### src/rtl/seq_detect_param.sv
// Parametrised serial bit-pattern detector with run-time pattern/length,
// sticky or pulse detect, overlapping or restarting match, saturating match count.
module seq_detect_param #(
    parameter int MAX_LEN = 8,
    parameter int CNT_W   = 8,
    localparam int LEN_W  = $clog2(MAX_LEN + 1)
) (
    input  logic               clk_i,
    input  logic               rst_i,
    input  logic               set_i,
    input  logic               d_i,
    input  logic               d_valid_i,
    input  logic [MAX_LEN-1:0] pattern_i,
    input  logic [LEN_W-1:0]   len_i,
    input  logic               sticky_i,
    input  logic               overlap_i,
    output logic               detect_o,
    output logic [CNT_W-1:0]   match_cnt_o,
    output logic               len_err_o
);

    localparam logic [LEN_W-1:0] MAX_LEN_L = LEN_W'(MAX_LEN);

    logic [MAX_LEN-1:0] hist;
    logic [LEN_W-1:0]   fill;
    logic [MAX_LEN-1:0] pat_q;
    logic [LEN_W-1:0]   len_q;

    logic [MAX_LEN-1:0] hist_n;
    logic [LEN_W-1:0]   fill_n;
    logic [MAX_LEN-1:0] len_mask;
    logic               hit;

    always_comb begin
        // NOTE: every always_comb output gets a default before any loop or branch so no latch is inferred.
        len_mask = '0;
        hist_n   = {hist[MAX_LEN-2:0], d_i};
        fill_n   = (fill == MAX_LEN_L) ? fill : fill + 1'b1;
        for (int i = 0; i < MAX_LEN; i++) begin
            len_mask[i] = (i < int'(len_q));
        end
        // Only the newest len_q history bits take part in the compare.
        hit = !len_err_o && (fill_n >= len_q) && (((hist_n ^ pat_q) & len_mask) == '0);
    end

    // NOTE: all state is written with <= in a single clocked block so every register updates from pre-edge values.
    always_ff @(posedge clk_i or posedge rst_i) begin
        if (rst_i) begin
            hist        <= '0;
            fill        <= '0;
            detect_o    <= 1'b0;
            match_cnt_o <= '0;
            len_err_o   <= 1'b0;
            pat_q       <= '0;
            len_q       <= '0;
        end else if (!set_i) begin
            hist        <= '0;
            fill        <= '0;
            detect_o    <= 1'b0;
            match_cnt_o <= '0;
            pat_q       <= pattern_i;
            len_q       <= len_i;
            len_err_o   <= (len_i == '0) || (len_i > MAX_LEN_L);
        end else if (d_valid_i && hit) begin
            detect_o <= 1'b1;
            if (match_cnt_o != '1) begin
                match_cnt_o <= match_cnt_o + 1'b1;
            end
            // Non-overlap restarts the history so the next match needs len_q fresh bits.
            if (overlap_i) begin
                hist <= hist_n;
                fill <= fill_n;
            end else begin
                hist <= '0;
                fill <= '0;
            end
        end else begin
            if (d_valid_i) begin
                hist <= hist_n;
                fill <= fill_n;
            end
            detect_o <= sticky_i & detect_o;
        end
    end

endmodule

### config.mk
export PLATFORM = sky130hd
export DESIGN_NAME = seq_detect_param
export DESIGN_NICKNAME = d
export VERILOG_FILES = /design/src/rtl/seq_detect_param.sv
export SDC_FILE = /design/constraint.sdc
export NUM_CORES = 1
export LEC_CHECK = 0
export CORE_MARGIN = 3
export CORE_UTILIZATION = 38
export DETAILED_ROUTE_END_ITERATION = 8
export HOLD_SLACK_MARGIN = 0.1
export SLEW_MARGIN = 20
export SYNTH_ARGS = -nofsm -noshare
export SYNTH_HDL_FRONTEND = slang
export SYNTH_SLANG_ARGS = --single-unit
export TNS_END_PERCENT = 20
### constraint.sdc
create_clock -name clk_i -period 3.9 [get_ports clk_i]
set_input_delay 1.17 -clock clk_i [delete_from_list [all_inputs] [get_ports clk_i]]
set_output_delay 1.17 -clock clk_i [all_outputs]
set_load 0.005 [all_outputs]
==> flow_metrics.env, run 1 <==
export IMPL_rsz0062_at_grt="false"
export IMPL_core_um2=4173
export IMPL_yosysMostFrequentCell="dfrtp_1"
export IMPL_wl_met1_mm=1.748
export IMPL_cts_hold_buffers=0
export IMPL_setup_slack_ps=618.4
export IMPL_path_clk_slew_ps=70
export IMPL_ys_top_cells_by_area="dfrtp_1, mux2_2, a22o_1, ha_1, xor2_1"
export IMPL_clock_path_buffers=2
export IMPL_numCtsBuffers=5
export IMPL_boundaryPins=29
export IMPL_remaining_drc_errors=0
export IMPL_relSlewSlack_pct=46.06
export IMPL_cp_end_kind="flip-flop"
export IMPL_die_x_um=72.97
export IMPL_reg2reg_setup_slack_ps=620
export IMPL_powerDensity_nw_per_um2=373.3
export IMPL_grt_pass1_wl_mm=6.072
export IMPL_synth_common_cells="dfrtp_1, mux2_2, a22o_1"
export IMPL_cpMaxStageDelayCell="nor2_1"
export IMPL_vias_per_cell=5.391
export IMPL_routed_wl_met2_mm=1.553
export IMPL_io_buffers=28
export IMPL_cp_start_kind="flip-flop"
export IMPL_overflow=0
export IMPL_root_buffer="clkbuf_8"
export IMPL_fp_dieH_um=72.97
export IMPL_period_minus_slack_ps=3282
export IMPL_htree_levels=2
export IMPL_drtIter0Drc=105
export IMPL_min_path_type="reg -> reg"
export IMPL_status="completed"
export IMPL_design_die_area_um2=5324
export IMPL_cp_buffers_inverters=1
export IMPL_tightest_slew_ps=806.1
export IMPL_initial_utilization_pct=40.84
export IMPL_wirelength_mm=3.516
export IMPL_synthCells=149
export IMPL_yosysSeqAreaShare_pct=48.46
export IMPL_switchingPower_mw=0.1828
export IMPL_setup_viol=0
export IMPL_comb_power_share_pct=12.1
export IMPL_wl_per_cell_um=15.09
export IMPL_async_reset_ff_share_pct=100.0
export IMPL_drv_cap=0
export IMPL_power_frac_clock_pct=41.2
export IMPL_clock_fmax_mhz=304.7
export IMPL_seqPwrFrac_pct=46.7
export IMPL_critical_path_arrival_ps=3500
export IMPL_hold_violations=0
export IMPL_grtUsageTotal_pct=14.61
export IMPL_cts_sink_count=33
export IMPL_cts_tree="built"
export IMPL_cp_top_family="simple AND/OR/NAND/NOR gates"
export IMPL_grt_pass1_vias=1284
export IMPL_cts_setup_buffers=0
export IMPL_power_leakage_nw=0.9508
export IMPL_period_share_pct=84.14
export IMPL_synth_area_um2=1704
export IMPL_yosys_area_top_type="dfrtp_1"
export IMPL_p_sw_share_pct=22.71
export IMPL_crit_chain="inv_1 > ha_1 > nand2_1 > nor2_1 > xnor2_1 > ha_1 > nand2b_1 > a2111oi_0 > nor4b_2 > and3b_2 > nor2_1 > a22o_1"
export IMPL_critPathMaxStageDelay_ps=590
export IMPL_synth_edf_count=0
export IMPL_ant_nets=0
export IMPL_synth_top_area_share_pct=48.46
export IMPL_critPathMaxFanout=10
export IMPL_ys_types=40
export IMPL_final_setup_tns_ps=0
export IMPL_vias=1256
export IMPL_worstSetupPathType="reg -> reg"
export IMPL_drive_gt1_share_pct=15.30
export IMPL_highest_layer="met4"
export IMPL_fin_nets=208
export IMPL_gp_congestion=0.7607
export IMPL_yosys_register_bits=33
export IMPL_cts_resized=0
export IMPL_pre_cts_ws_ps=638.7
export IMPL_rows=23
export IMPL_avgSynthCellArea_um2=11.44
export IMPL_dr_wl_met3_um=173
export IMPL_syn_nets=175
export IMPL_slew_violations=0
export IMPL_intPower_mw=0.6220
export IMPL_drt_pass1_iterations=4
export IMPL_clock_skew_ps=7.824
export IMPL_syn_to_final_growth_pct=26.51
export IMPL_grt_max_degree=34
export IMPL_yosys_warnings=0
export IMPL_diodes=0
export IMPL_place_hpwl_mm=2.581
export IMPL_insertion_delay_ps=280
export IMPL_peakVddDrop_v=0.0002319
export IMPL_antenna_found_initial=0
export IMPL_required_ps=4120
export IMPL_synth_ff_type="dfrtp_1"
sequential cells by signal (all words and copies together) (netlist names):
register,cells
len_q,4
len_err_o,1
pat_q,8
fill,4
detect_o,1
hist,7
match_cnt_o,8
final cells by class:
cell class,count,area [µm²]
well taps,50,62.56
flip-flops and latches,33,825.8
inverters,9,33.78
repair buffers,30,295.3
clock inverters,1,30.03
clock buffers,7,86.33
multi-input cells,103,822.0
fillers,381,2017
power groups by stage:
stage                     Combinational [mW]  Sequential, mW  Clock, mW
after CTS                             0.0992           0.376      0.336
after floorplan                       0.0615           0.378          0
after global placement                0.0960           0.382          0
after detailed placement              0.0984           0.383          0
after global routing                   0.109           0.379      0.354
final                                 0.0973           0.376      0.331
per-layer routing:
layer,GRT usage [%],vias to the layer above
met3,4.545,6
met1,20.54,612
met5,0,-
met4,3.689,0
li1,-,607
met2,21.94,31
worst paths after layout:
kind,to,start,cells past startpoint
min in group asynchronous,len_q[3]$_DFFE_PP0N_,rst_i,3
max in group asynchronous,fill[3]$_DFFE_PP0P_,rst_i,3
min reg2reg,pat_q[6]$_DFFE_PP0N_,pat_q[6]$_DFFE_PP0N_,1
max,hist[0]$_DFFE_PP0P_,fill[0]$_DFFE_PP0P_,12
max reg2reg,hist[0]$_DFFE_PP0P_,fill[0]$_DFFE_PP0P_,12
min,pat_q[6]$_DFFE_PP0N_,pat_q[6]$_DFFE_PP0N_,1
stage by stage:
step / util [%] / instance area, µm² / power (mW) / cells / hold slack (ps)
2_1_floorplan: - / 1704 / 0.4394 / 149 / 494.8
3_3_place_gp: 48.88 / 2039 / 0.4784 / 225 / 513.4
3_5_place_dp: 48.88 / 2039 / 0.4812 / 225 / 518.7
4_1_cts: 51.66 / 2156 / 0.8115 / 233 / 533.9
5_1_grt: 51.66 / 2156 / 0.8412 / 233 / 548.1
6_report: 51.66 / 2156 / 0.8048 / 233 / 528.4
cell usage in the layout, fill, tap and decap left out, types with 2 or more instances in the layout:
| cell type | n |
|---|---|
| mux2i_1 | 4 |
| and3_1 | 2 |
| mux2_2 | 13 |
| xor2_1 | 7 |
| buf_4 | 2 |
| a22o_1 | 11 |
| clkbuf_8 | 6 |
| and4_1 | 2 |
| nand2_1 | 9 |
| nand4_1 | 3 |
| xnor2_1 | 5 |
| dfrtp_1 | 33 |
| clkdlybuf4s50_1 | 28 |
| nor3_1 | 2 |
| inv_1 | 8 |
| nor2_1 | 5 |
| nand2b_1 | 4 |
| o21ai_0 | 3 |
| ha_1 | 7 |
| a21oi_1 | 4 |
| nand3_1 | 4 |
cells by family after synthesis:
kind of cell	Yosys count	share of synthesized area (%)
simple gates	38	12.78
flops	33	48.46
compound gates	29	13.22
mux	17	10.94
buf+inv	13	3.304
xor+xnor	12	6.167
fa+ha+maj	7	5.139
Power figures use the tool's default switching activity.
==> run 2: changes to the inputs <==
==> constraint.sdc (replaced) <==
create_clock -name clk_i -period 3.04 [get_ports clk_i]
set_input_delay 0.912 -clock clk_i [delete_from_list [all_inputs] [get_ports clk_i]]
set_output_delay 0.912 -clock clk_i [all_outputs]
set_load 0.005 [all_outputs]
==> flow_metrics.env, run 2 (synthesis results as in run 1) <==
export IMPL_grt_pass1_wl_mm=6.182
export IMPL_reg_top3="match_cnt_o x8, pat_q x8, hist x7"
export IMPL_wl_per_cell_um=15.50
export IMPL_reg2reg_setup_slack_ps=240
export IMPL_clock_path_buffers=2
export IMPL_gp_congestion=0.7311
export IMPL_cts_sink_count=33
export IMPL_remaining_drc_errors=0
export IMPL_boundaryPins=29
export IMPL_rows=23
export IMPL_status="completed"
export IMPL_rsz0062_at_grt="false"
export IMPL_whs_ps=520.1
export IMPL_slew_violations=0
export IMPL_path_clk_slew_ps=70
export IMPL_core_um2=4173
export IMPL_grt_pass1_vias=1277
export IMPL_io_buffers=28
export IMPL_tightest_slew_ps=418.8
export IMPL_rr_worst_depth=13
export IMPL_syn_to_final_growth_pct=28.56
export IMPL_critPathMaxStageDelay_ps=400
export IMPL_root_buffer="clkbuf_8"
export IMPL_antenna_found_initial=0
export IMPL_numCtsBuffers=5
export IMPL_rr_endpoint="hist[4]$_DFFE_PP0P_"
export IMPL_diodes=0
export IMPL_grtUsageTotal_pct=15.22
export IMPL_wirelength_mm=3.690
export IMPL_required_ps=3210
export IMPL_period_share_pct=92.09
export IMPL_cp_end_kind="flip-flop"
export IMPL_cpMaxStageDelayCell="dfrtp_1"
export IMPL_worstSetupPathType="reg -> reg"
export IMPL_setup_viol=0
export IMPL_critical_path_arrival_ps=2970
export IMPL_critPathCapture="hist[4]$_DFFE_PP0P_"
export IMPL_final_cell_mix="dfrtp_1, clkdlybuf4s50_1, mux2_2"
export IMPL_vias_per_cell=5.239
export IMPL_hold_violations=0
export IMPL_htree_levels=2
export IMPL_peakVddDrop_v=0.0001742
export IMPL_cpMostUsedCell="nand2_1"
export IMPL_critPathMaxFanout=10
export IMPL_power_leakage_nw=0.9709
export IMPL_clock_fmax_mhz=357.2
export IMPL_insertion_delay_ps=280
export IMPL_overflow=0
export IMPL_die_x_um=72.97
export IMPL_fillerInstances=377
export IMPL_min_path_type="reg -> reg"
export IMPL_pre_cts_ws_ps=55.79
export IMPL_fin_nets=213
export IMPL_relSlewSlack_pct=72.03
export IMPL_grt_max_degree=34
export IMPL_cp_start_kind="flip-flop"
export IMPL_powerDensity_nw_per_um2=427.1
export IMPL_place_hpwl_mm=2.723
export IMPL_clock_skew_ps=2.840
export IMPL_drive_gt1_share_pct=20.21
export IMPL_final_setup_tns_ps=0
export IMPL_cts_hold_buffers=0
export IMPL_mostFrequentLayoutCell="dfrtp_1"
export IMPL_setup_slack_ps=240.3
export IMPL_r2r_start="fill[1]$_DFFE_PP0P_"
export IMPL_cts_tree="built"
export IMPL_fp_dieH_um=72.97
export IMPL_ant_nets=0
export IMPL_crit_chain="inv_1 > ha_1 > nand2_1 > nand2_1 > mux2i_2 > ha_2 > o21ai_0 > a222oi_1 > nor4b_4 > and3b_2 > nor2_1 > buf_4 > a22o_1"
export IMPL_vias=1247
export IMPL_design_die_area_um2=5324
export IMPL_period_minus_slack_ps=2800
export IMPL_startpoint="fill[1]$_DFFE_PP0P_"
export IMPL_drt_pass1_iterations=4
export IMPL_drtIter0Drc=68
export IMPL_drv_cap=0
export IMPL_initial_utilization_pct=40.84
## run 2: cell count changes in the layout (fill, tap and decap cells not counted), sizes merged
cell	change
clkbuf	-1
clkinv	+2
buf	+5
bufinv	-1
## run 2: critical path, delay by kind of cell, from the launching register on
| family | cells | cell delay [ps] |
|---|---|---|
| simple gates | 5 | 790 |
| compound gates | 3 | 640 |
| fa+ha+maj | 2 | 410 |
| flops | 1 | 400 |
| mux | 1 | 230 |
| buf+inv | 2 | 220 |
## run 2: power breakdown
group | internal (mW) | switching (mW) | total, mW | leakage, nW
clock | 0.158 | 0.152 | 0.310 | 0.0450
sequential | 0.461 | 0.0213 | 0.482 | 0.429
combinational | 0.0794 | 0.0636 | 0.143 | 0.497
## run 2: worst min path at each step
stage,end,start,depth (start not counted)
floorplan,hist[6]$_DFFE_PP0P_,hist[6]$_DFFE_PP0P_,1
global placement,match_cnt_o[7]$_DFFE_PP0P_,match_cnt_o[7]$_DFFE_PP0P_,1
detailed placement,pat_q[0]$_DFFE_PP0N_,pat_q[0]$_DFFE_PP0N_,1
CTS,pat_q[0]$_DFFE_PP0N_,pat_q[0]$_DFFE_PP0N_,1
global route,match_cnt_o[7]$_DFFE_PP0P_,match_cnt_o[7]$_DFFE_PP0P_,1
finish,match_cnt_o[7]$_DFFE_PP0P_,match_cnt_o[7]$_DFFE_PP0P_,1
## run 2: per-stage QoR
step	cells	instance area (µm²)	utilization (%)	total power [mW]
after floorplan	149	1704	-	0.5637
after detailed placement	229	2069	49.60	0.6226
final	238	2191	52.50	0.9357
after CTS	237	2152	51.57	0.9381
after global placement	229	2069	49.60	0.6170
after global routing	238	2191	52.50	0.9880
## run 2: final cells by class
type,instances,area (µm²),share of cell area [%]
clock buffer,6,72.57,3.312
clock inverter,2,10.01,0.4569
inverter,9,33.78,1.542
multi-input combinational,103,853.3,38.95
sequential,33,825.8,37.69
tap,50,62.56,2.856
timing repair buffer,35,332.8,15.19
## run 2: metal layers
layer	GRT usage, %	up-vias	share of wire, %
met5	0	-	0
met4	4.303	0	0.79
met3	4.545	5	3.6
met2	22.75	19	47
met1	21.40	606	49
li1	-	617	-
## run 2: timing repair
action                                  CTS  global route
buffers inserted                          0             1
resized for setup                         0             7
endpoints found under the setup margin    0            17
